===== src/rtl/task_sequencer_pkg.sv =====
// Shared definitions for the task sequencer.
// Holds the controller state encoding (also exported on the debug state
// port of the interface) and the default sequence shape constants.
package task_sequencer_pkg;

   typedef enum logic [1:0] {
      IDLE      = 2'd0,
      RUN       = 2'd1,
      WAIT_STEP = 2'd2,
      DONE      = 2'd3
   } state_t;

   localparam int DEFAULT_LAST_TASK   = 7;
   localparam int DEFAULT_HOLD_CYCLES = 4;

endpackage


===== src/rtl/task_sequencer_if.sv =====
// Control/status bundle between the sequence owner and task_sequencer.
// master : drives start/step_mode/step/abort/result_in, observes status.
// slave  : the sequencer itself.
// Handshake: start, step and abort are level-sampled on every rising clk
// edge; start is honoured only in IDLE, step only in WAIT_STEP, abort
// always. done and result_valid are single-cycle pulses, no back-pressure.
// state is a debug view of the controller state register.
interface task_sequencer_if #(
   parameter int W = 8
);
   import task_sequencer_pkg::*;

   logic         start;
   logic         step_mode;
   logic         step;
   logic         abort;
   logic [W-1:0] result_in;
   logic [3:0]   task_select;
   logic         task_valid;
   logic         busy;
   logic         done;
   logic [W-1:0] last_result;
   logic         result_valid;
   logic [W-1:0] run_cycles;
   state_t       state;

   modport master (
      output start, step_mode, step, abort, result_in,
      input  task_select, task_valid, busy, done, last_result,
             result_valid, run_cycles, state
   );

   modport slave (
      input  start, step_mode, step, abort, result_in,
      output task_select, task_valid, busy, done, last_result,
             result_valid, run_cycles, state
   );

endinterface


===== src/rtl/task_sequencer_sat_counter.sv =====
// Saturating up-counter used for the RUN cycle count.
// Ports: clk, reset_synchronous (sync, active-high), clear (sync clear,
// wins over inc), inc (count enable), count (holds at all-ones).
module sat_counter #(
   parameter int W = 8
) (
   input  logic         clk,
   input  logic         reset_synchronous,
   input  logic         clear,
   input  logic         inc,
   output logic [W-1:0] count
);

   always_ff @(posedge clk) begin
      if (reset_synchronous) begin
         count <= '0;
      end else if (clear) begin
         count <= '0;
      end else if (inc && (count != {W{1'b1}})) begin
         count <= count + W'(1);
      end
   end

endmodule


===== src/rtl/task_sequencer.sv =====
// Task sequencer: steps a task index 0..LAST_TASK, presenting each task
// for HOLD_CYCLES cycles, either advancing automatically or waiting for a
// step pulse between tasks. result_in is captured on the last hold cycle
// of every task.
// Ports: clk, reset_synchronous (sync, active-high), bus (slave modport of
// task_sequencer_if; its W must match this module's W).
module task_sequencer
   import task_sequencer_pkg::*;
#(
   parameter int W           = 8,
   parameter int HOLD_CYCLES = DEFAULT_HOLD_CYCLES,
   parameter int LAST_TASK   = DEFAULT_LAST_TASK
) (
   input  logic           clk,
   input  logic           reset_synchronous,
   task_sequencer_if.slave bus
);

   localparam logic [7:0] HOLD_LAST = 8'(HOLD_CYCLES - 1);
   localparam logic [3:0] LAST_SEL  = 4'(LAST_TASK);

   state_t       state;
   logic [7:0]   hold_cnt;
   logic [3:0]   task_select;
   logic [W-1:0] last_result;
   logic         result_valid;
   logic [W-1:0] run_cycles;

   logic last_hold;
   logic cnt_clear;
   logic cnt_inc;

   assign last_hold = (state == RUN) && (hold_cnt == HOLD_LAST);
   // Clear only when the start is actually accepted (abort wins).
   assign cnt_clear = (state == IDLE) && bus.start && !bus.abort;
   assign cnt_inc   = (state == RUN);

   sat_counter #(.W(W)) u_run_cnt (
      .clk               (clk),
      .reset_synchronous (reset_synchronous),
      .clear             (cnt_clear),
      .inc               (cnt_inc),
      .count             (run_cycles)
   );

   always_ff @(posedge clk) begin
      if (reset_synchronous) begin
         state        <= IDLE;
         hold_cnt     <= '0;
         task_select  <= '0;
         last_result  <= '0;
         result_valid <= 1'b0;
      end else begin
         result_valid <= 1'b0;
         // Capture is independent of abort so a coinciding abort still
         // records the finishing task's result.
         if (last_hold) begin
            last_result  <= bus.result_in;
            result_valid <= 1'b1;
         end

         if (bus.abort) begin
            state <= IDLE;
         end else begin
            case (state)
               IDLE: begin
                  if (bus.start) begin
                     task_select <= '0;
                     hold_cnt    <= '0;
                     state       <= RUN;
                  end
               end
               RUN: begin
                  hold_cnt <= hold_cnt + 8'd1;
                  if (last_hold) begin
                     if (task_select == LAST_SEL) begin
                        state <= DONE;
                     end else if (!bus.step_mode) begin
                        task_select <= task_select + 4'd1;
                        hold_cnt    <= '0;
                     end else begin
                        state <= WAIT_STEP;
                     end
                  end
               end
               WAIT_STEP: begin
                  if (bus.step) begin
                     task_select <= task_select + 4'd1;
                     hold_cnt    <= '0;
                     state       <= RUN;
                  end
               end
               DONE: begin
                  state <= IDLE;
               end
               default: begin
                  state <= IDLE;
               end
            endcase
         end
      end
   end

   assign bus.task_select  = task_select;
   assign bus.task_valid   = (state == RUN);
   assign bus.busy         = (state != IDLE);
   assign bus.done         = (state == DONE);
   assign bus.last_result  = last_result;
   assign bus.result_valid = result_valid;
   assign bus.run_cycles   = run_cycles;
   assign bus.state        = state;

endmodule


===== src/flat_wrapper.sv =====
// flat-port wrapper written by rule: the top's interface ports become plain ports
module task_sequencer_flat import task_sequencer_pkg::*;
#(
   parameter int W           = 8,
   parameter int HOLD_CYCLES = DEFAULT_HOLD_CYCLES,
   parameter int LAST_TASK   = DEFAULT_LAST_TASK
)
  (clk, reset_synchronous, bus_start, bus_step_mode, bus_step, bus_abort, bus_result_in, bus_task_select, bus_task_valid, bus_busy, bus_done, bus_last_result, bus_result_valid, bus_run_cycles, bus_state);
  task_sequencer_if #(.W(W)) bus_i ();
  input  logic clk;
  input  logic reset_synchronous;
  input wire logic [$bits(bus_i.start)-1:0] bus_start;
  input wire logic [$bits(bus_i.step_mode)-1:0] bus_step_mode;
  input wire logic [$bits(bus_i.step)-1:0] bus_step;
  input wire logic [$bits(bus_i.abort)-1:0] bus_abort;
  input wire logic [$bits(bus_i.result_in)-1:0] bus_result_in;
  output wire logic [$bits(bus_i.task_select)-1:0] bus_task_select;
  output wire logic [$bits(bus_i.task_valid)-1:0] bus_task_valid;
  output wire logic [$bits(bus_i.busy)-1:0] bus_busy;
  output wire logic [$bits(bus_i.done)-1:0] bus_done;
  output wire logic [$bits(bus_i.last_result)-1:0] bus_last_result;
  output wire logic [$bits(bus_i.result_valid)-1:0] bus_result_valid;
  output wire logic [$bits(bus_i.run_cycles)-1:0] bus_run_cycles;
  output wire logic [$bits(bus_i.state)-1:0] bus_state;
  assign bus_i.start = bus_start;
  assign bus_i.step_mode = bus_step_mode;
  assign bus_i.step = bus_step;
  assign bus_i.abort = bus_abort;
  assign bus_i.result_in = bus_result_in;
  assign bus_task_select = bus_i.task_select;
  assign bus_task_valid = bus_i.task_valid;
  assign bus_busy = bus_i.busy;
  assign bus_done = bus_i.done;
  assign bus_last_result = bus_i.last_result;
  assign bus_result_valid = bus_i.result_valid;
  assign bus_run_cycles = bus_i.run_cycles;
  assign bus_state = bus_i.state;
  task_sequencer #(.W(W), .HOLD_CYCLES(HOLD_CYCLES), .LAST_TASK(LAST_TASK)) u_core (.clk(clk), .reset_synchronous(reset_synchronous), .bus(bus_i));
endmodule

===== config.mk =====
export PLATFORM = sky130hd
export DESIGN_NAME = task_sequencer_flat
export DESIGN_NICKNAME = d
export VERILOG_FILES = /design/src/rtl/task_sequencer_pkg.sv /design/src/rtl/task_sequencer_if.sv /design/src/rtl/task_sequencer_sat_counter.sv /design/src/rtl/task_sequencer.sv /design/src/flat_wrapper.sv
export SDC_FILE = /design/constraint.sdc
export NUM_CORES = 1
export LEC_CHECK = 0
export ABC_AREA = 1
export BUFFER_PORTS_ARGS = -buffer_cell sky130_fd_sc_hd__buf_2
export CORE_MARGIN = 3
export CORE_UTILIZATION = 30
export CTS_CLUSTER_SIZE = 20
export DETAILED_ROUTE_END_ITERATION = 6
export PLACE_DENSITY_LB_ADDON = 0.05
export SLEW_MARGIN = 40
export SYNTH_ARGS = -nofsm -noshare
export SYNTH_HDL_FRONTEND = slang
export SYNTH_SLANG_ARGS = --single-unit

===== constraint.sdc =====
create_clock -name clk -period 1.3 [get_ports clk]
set_input_delay 0.26 -clock clk [delete_from_list [all_inputs] [get_ports clk]]
set_output_delay 0.26 -clock clk [all_outputs]
set_load 0.02 [all_outputs]

==> out/results.ini, run 1 <==
[run_status]
run_status=complete, but fails checks
violations=negative setup slack

[setup_path]
r2r_slack_ns=-0.12
required_ns=1.04
rr_endpoint=u_core.hold_cnt[3]
crit_type=reg -> out
rr_startpoint=u_core.bus.state[1]
critical_path.max_stage_delay_ns=0.36
cp_num_buf_inv=4
path_cells=inv_4 -> buf_6 -> ha_4 -> buf_6 -> buf_6
rr_worst_depth=8
slowest_stage=dfxtp_4
cp_top_family=buffers and inverters
worstSetupEndpointType=primary output
arrival_ns=1.18
cpMostUsedCell=buf_6
crit_path_start_kind=flop
worstPathMaxFanout=3

[floorplan]
die_w_um=81.01
start_util_pct=32.03
ioPinCount=40
rows=26
core_um2=5270
die_h_um=81.01
dieArea_um2=6563

[sta]
setup_slack_ns=-0.1407
slew_viol_final=0
finalSetupTns_ns=-1.643
rsz0062_at_grt=yes
fin_crit_sh_pct=110.8
max_slew_margin_pct=83.98
max_freq_mhz=694.1
skew_ns=0.003946
worst_pin_slew_ns=0.2394
hold_viol_final=0
setup_viol=22
period_needed_ns=1.441

[logic_synthesis]
syn_area_per_cell_um2=7.092
synth-edff-count=0
netlist_area_um2=1688
synth_warnings=0
yosysMostFrequentCell=nand2_1
yosys-top-cells-count=nand2_1, dfxtp_1, nor2_1
ys_ff_latch=31
synth_area_leaders=dfxtp_1, nand2_1, a21oi_1
synth_top_area_share_pct=36.77
yosysSeqAreaShare_pct=36.77
synthFlopType=dfxtp_1
async_flop_share_pct=0
synth_nets=259
yosysUniqueCellTypes=27
synthCells=238
post-synth-top-area-cell=dfxtp_1

[job]
drv_cap=0

[power_and_ir_drop]
switching_share_pct=26.04
clockPowerShare_pct=40.1
power_frac_seq_pct=42.8
switching_power_w=0.0005911
irDropWorstVdd_mv=0.4357
p_int_w=0.001679
pwr-share-comb_pct=17.1
power.density_nw_per_um2=783.2
p_leak_nw=1.237

[placed_design]
port_buffers=39
dp_hpwl_mm=3.313
gp_congestion=0.7567
postPlaceCellArea_um2=2307

[clock_tree]
cts_made_buffers=5
clkSinkCount=31
clock-root-buffer=clkbuf_8
htreeDepth=2
worstSkewPairLatency_ns=0.28
clk_pin_slew_ns=0.07
cts_tree=done
clockBufferDepth=2

[grt]
grt_overflow=0
antenna_found_initial=0
grt_use_met3_pct=2.993
met1_usage_pct=21.02
grt_pass1_wl_mm=7.893
grt_pass1_vias=1720
track_usage_pct=15.41
busiest_layer=met2
grt_max_degree=13
met2_usage_pct=24.06

[cells_and_area]
fin_nets=345
drive_gt1_share_pct=57.54
stdcell_area_um2=2899
fillers=537
area_delta_synth_final_pct=71.76
antenna_cells=0

[drt]
via_per_inst=4.524
drt_wl_total_mm=4.775
firstDrtPassIters=4
via_count=1787
drc_errors=0
initialDrtViolationCount=62
drt-wirelength-per-cell_um=12.09
ant_nets=0

[hold_path]
hold_depth=3
hold_end=u_core.bus.last_result[2]
hp-start=bus_result_in[2]
holdCritPathClass=in -> reg

[cell families after synthesis]
kind of cell / Yosys count / share of synthesized area (%)
xor gates and xnor gates: 7 / 3.632
and+or+nand+nor: 126 / 34.77
AOI/OAI and AO/OA: 33 / 10.53
buffers and inverters: 34 / 9.117
DFF: 31 / 36.77
adders and majority gates: 7 / 5.189
[sequential cells by signal (all words and copies together) (netlist names)]
register	cells
u_core.u_run_cnt.count	8
u_core.hold_cnt	8
u_core.bus.result_valid	1
u_core.bus.task_select	4
u_core.bus.last_result	8
u_core.bus.state	2
[metal layers]
layer  part of all wire [%]  vias up  wire length [um]
li1                       -      945                 -
met1                     50      799              2384
met2                     45       39              2150
met3                    4.2        4               202
met4                   0.80        0                38
met5                      0        -                 0
[cell type report]
type / instances / area [um2] / area share [%]
clock inverters: 1 / 5.005 / 0.1726
inverters: 27 / 116.4 / 4.014
multi-input cells: 174 / 1262 / 43.55
clock buffers: 7 / 107.6 / 3.712
well taps: 70 / 87.58 / 3.021
repair buffers: 85 / 676.9 / 23.35
flip-flops and latches: 31 / 643.1 / 22.18
[repair_timing]
| item | CTS | global route |
|---|---|---|
| setup endpoints to repair | 33 | 33 |
| setup buffers | 3 | 6 |
| hold buffers | 0 | 0 |
| pin swaps | 8 | 26 |
| gates cloned | 1 | 1 |
| resized for setup | 39 | 68 |
| hold endpoints to repair | 0 | 0 |
[worst max-delay path by stage]
| stage | endpoint | depth (start not counted) | from |
|---|---|---|---|
| finish | bus_task_valid | 5 | u_core.bus.state[1] |
| global route | u_core.hold_cnt[1] | 7 | u_core.bus.state[1] |
| CTS | bus_task_valid | 5 | u_core.bus.state[1] |
| detailed placement | u_core.hold_cnt[2] | 8 | u_core.hold_cnt[0] |
| global placement | u_core.hold_cnt[6] | 8 | u_core.bus.state[0] |
| floorplan | u_core.bus.task_select[0] | 9 | u_core.bus.state[0] |
[cell usage in the layout (no fill, tap or decap), types with 2 or more instances in the layout]
| cell | synthesis | layout |
|---|---|---|
| buf_2 | 0 | 36 |
| clkbuf_8 | 0 | 6 |
| ha_4 | 0 | 4 |
| nand2_2 | 4 | 16 |
| nand2_1 | 56 | 39 |
| nor2_4 | 0 | 6 |
| buf_6 | 2 | 13 |
| ha_2 | 0 | 2 |
| dfxtp_1 | 31 | 23 |
| inv_2 | 0 | 3 |
| xnor2_1 | 2 | 2 |
| a21oi_2 | 2 | 16 |
| nand2_8 | 0 | 3 |
| nand2_4 | 2 | 5 |
| dfxtp_4 | 0 | 5 |
| nand3_2 | 1 | 4 |
| buf_8 | 0 | 3 |
| xor2_1 | 5 | 5 |
| o21ai_2 | 0 | 2 |
| nor3_2 | 1 | 5 |
| a21oi_1 | 26 | 10 |
| nand3_1 | 10 | 7 |
| nor2_1 | 28 | 16 |
| buf_12 | 0 | 3 |
| dfxtp_2 | 0 | 3 |
| inv_1 | 27 | 20 |
| inv_6 | 0 | 2 |
| a21oi_4 | 0 | 2 |
| buf_4 | 3 | 29 |
| nor2_2 | 3 | 9 |
| nand4_1 | 9 | 9 |
| inv_4 | 0 | 2 |
| or2_2 | 2 | 2 |
| nor3_1 | 8 | 4 |
[through the flow]
step	hold slack [ns]	instances	setup WS, ns	utilization (%)	total power (W)
2_1_floorplan	0.4124	238	-0.04937	-	0.001158
3_3_place_gp	0.4704	377	-0.08162	43.78	0.001266
3_5_place_dp	0.4813	377	-0.08962	43.78	0.001264
4_1_cts	0.2504	389	-0.1396	49.22	0.002251
5_1_grt	0.2312	395	-0.1824	55.01	0.002388
6_report	0.2232	395	-0.1407	55.01	0.002270
[power groups by stage]
stage / registers, W / logic [W] / clock network [W]
3_3_place_gp: 0.000992 / 0.000274 / 0
2_1_floorplan: 0.00101 / 0.000148 / 0
5_1_grt: 0.000972 / 0.000421 / 0.000995
6_report: 0.000972 / 0.000387 / 0.000911
4_1_cts: 0.000971 / 0.000325 / 0.000955
3_5_place_dp: 0.000992 / 0.000272 / 0
[tightest hold or removal path: stages]
cell    delay (ns)
buf_2         0.08
nor2_2        0.03
nor3_2        0.08
Power figures use the tool's default switching activity.
==> run 2, diff against run 1 <==
CAP_MARGIN = 20   (was default)
TNS_END_PERCENT = 1   (was default)
==> out/results.ini, run 2 (synthesized netlist as in run 1, its figures left out) <==
[run_status]
run_status=complete, but fails checks
violations=negative setup slack

[floorplan]
die_h_um=81.01
core_um2=5270
dieArea_um2=6563
ioPinCount=40
die_w_um=81.01
start_util_pct=32.03
rows=26

[setup_path]
required_ns=1.51
crit_type=reg -> reg
worstSetupEndpointType=flop
crit_path_start_kind=flop
arrival_ns=1.63
worstPathMaxFanout=6

[clock_tree]
cts_tree=done
postCtsHoldBufs=0
htreeDepth=2
cts_made_buffers=5
clockBufferDepth=2
worstSkewPairLatency_ns=0.28
clkSinkCount=31
clk_pin_slew_ns=0.07
clock-root-buffer=clkbuf_8

[drt]
drc_errors=0
firstDrtPassIters=4
drt-wirelength-per-cell_um=11.55
via_per_inst=4.513
initialDrtViolationCount=46
drt_wl_total_mm=4.506
via_count=1760
ant_nets=0

[sta]
skew_ns=0.003566
period_needed_ns=1.416
setup_viol=18
worst_pin_slew_ns=0.2416
hold_viol_final=0
fin_crit_sh_pct=108.9
max_freq_mhz=706.3
rsz0062_at_grt=yes
slew_viol_final=0
max_slew_margin_pct=83.84
setup_slack_ns=-0.1159
finalSetupTns_ns=-1.100

[hold_path]
holdCritPathClass=in -> reg

[power_and_ir_drop]
switching_power_w=0.0005502
power_frac_seq_pct=46.7
clockPowerShare_pct=37.3
power.density_nw_per_um2=803.7
switching_share_pct=26.48
pwr-share-comb_pct=16.0
p_leak_nw=1.174
p_int_w=0.001527
irDropWorstVdd_mv=0.6862

[placed_design]
place_worst_setup_slack_ns=-0.07318
port_buffers=39
gp_congestion=0.7871
post-place-cells=379
dp_hpwl_mm=3.333

[cells_and_area]
fillers=559
multiInputGateArea_um2=1074
area_delta_synth_final_pct=53.15
ff_latch_area_um2=633.1
antenna_cells=0
reg_top3=u_core.bus.last_result: 8 flops, u_core.hold_cnt: 8 flops, u_core.u_run_cnt.count: 8 flops
fin_nets=341
final_common_cell=nand2_1
fin_cells=390
drive_gt1_share_pct=44.06
final_cell_mix=nand2_1, buf_2, buf_4

[grt]
antenna_found_initial=0
grt_pass1_wl_mm=7.396
grt_pass1_vias=1656
grt_overflow=0
track_usage_pct=14.49
grt_max_degree=17

[job]
drv_cap=0

==> run 2: repair_timing <==
item / CTS / global route
setup endpoints to repair: 32 / 33
setup buffers: 0 / 4
pin swaps: 3 / 15
resized for setup: 19 / 32
==> run 2: layout make-up <==
cell class | count | area share (%)
multi-input cells | 173 | 41.53
flip-flops and latches | 31 | 24.49
repair buffers | 82 | 22.89
inverters | 27 | 4.308
well taps | 70 | 3.388
clock buffers | 6 | 3.195
clock inverters | 1 | 0.1936
==> run 2: worst paths after layout <==
kind | from | slack [ns] | to | cells after the start
worst max-delay path | u_core.bus.state[1] | -0.12 | u_core.bus.task_select[1] | 10
worst min-delay path | reset_synchronous | 0.25 | u_core.bus.task_select[1] | 2
worst max register to register | u_core.bus.state[1] | -0.12 | u_core.bus.task_select[1] | 10
worst min register to register | u_core.u_run_cnt.count[7] | 0.50 | u_core.u_run_cnt.count[7] | 2
==> run 2: power by group through the flow <==
stage                     clock (W)  combinational [W]  sequential, W
final                      0.000774           0.000333       0.000971
after global routing       0.000849           0.000363       0.000972
after CTS                  0.000804           0.000287       0.000971
after detailed placement          0           0.000274       0.000993
after global placement            0           0.000274       0.000992
after floorplan                   0           0.000144        0.00101
==> run 2: layer usage <==
layer  part of all wire [%]  vias to the layer above  track usage (%)
met3                    4.3                        9            3.104
met2                     47                       34            23.32
met5                      0                        -                0
met1                     47                      780            18.70
li1                       -                      937                -
met4                    2.0                        0            6.081
==> run 2: per-stage QoR <==
stage	power, W	util, %	hold WS [ns]	cell area (um2)
final	0.002078	49.05	0.2506	2585
after global routing	0.002184	49.05	0.2527	2585
after CTS	0.002063	46.51	0.2494	2451
after detailed placement	0.001266	43.68	0.4847	2302
after global placement	0.001266	43.68	0.4687	2302
after floorplan	0.001156	-	0.4124	1759
==> run 2: worst max-delay path, stage by stage, from the launching register on <==
cell and delay [ns]:
dfxtp_4 0.39, inv_4 0.05, ha_4 0.16, nand2_2 0.06, and3_4 0.19, buf_12 0.11
buf_8 0.12, nand2_8 0.06, nand2_4 0.05, nand2_2 0.05, nor2_2 0.10
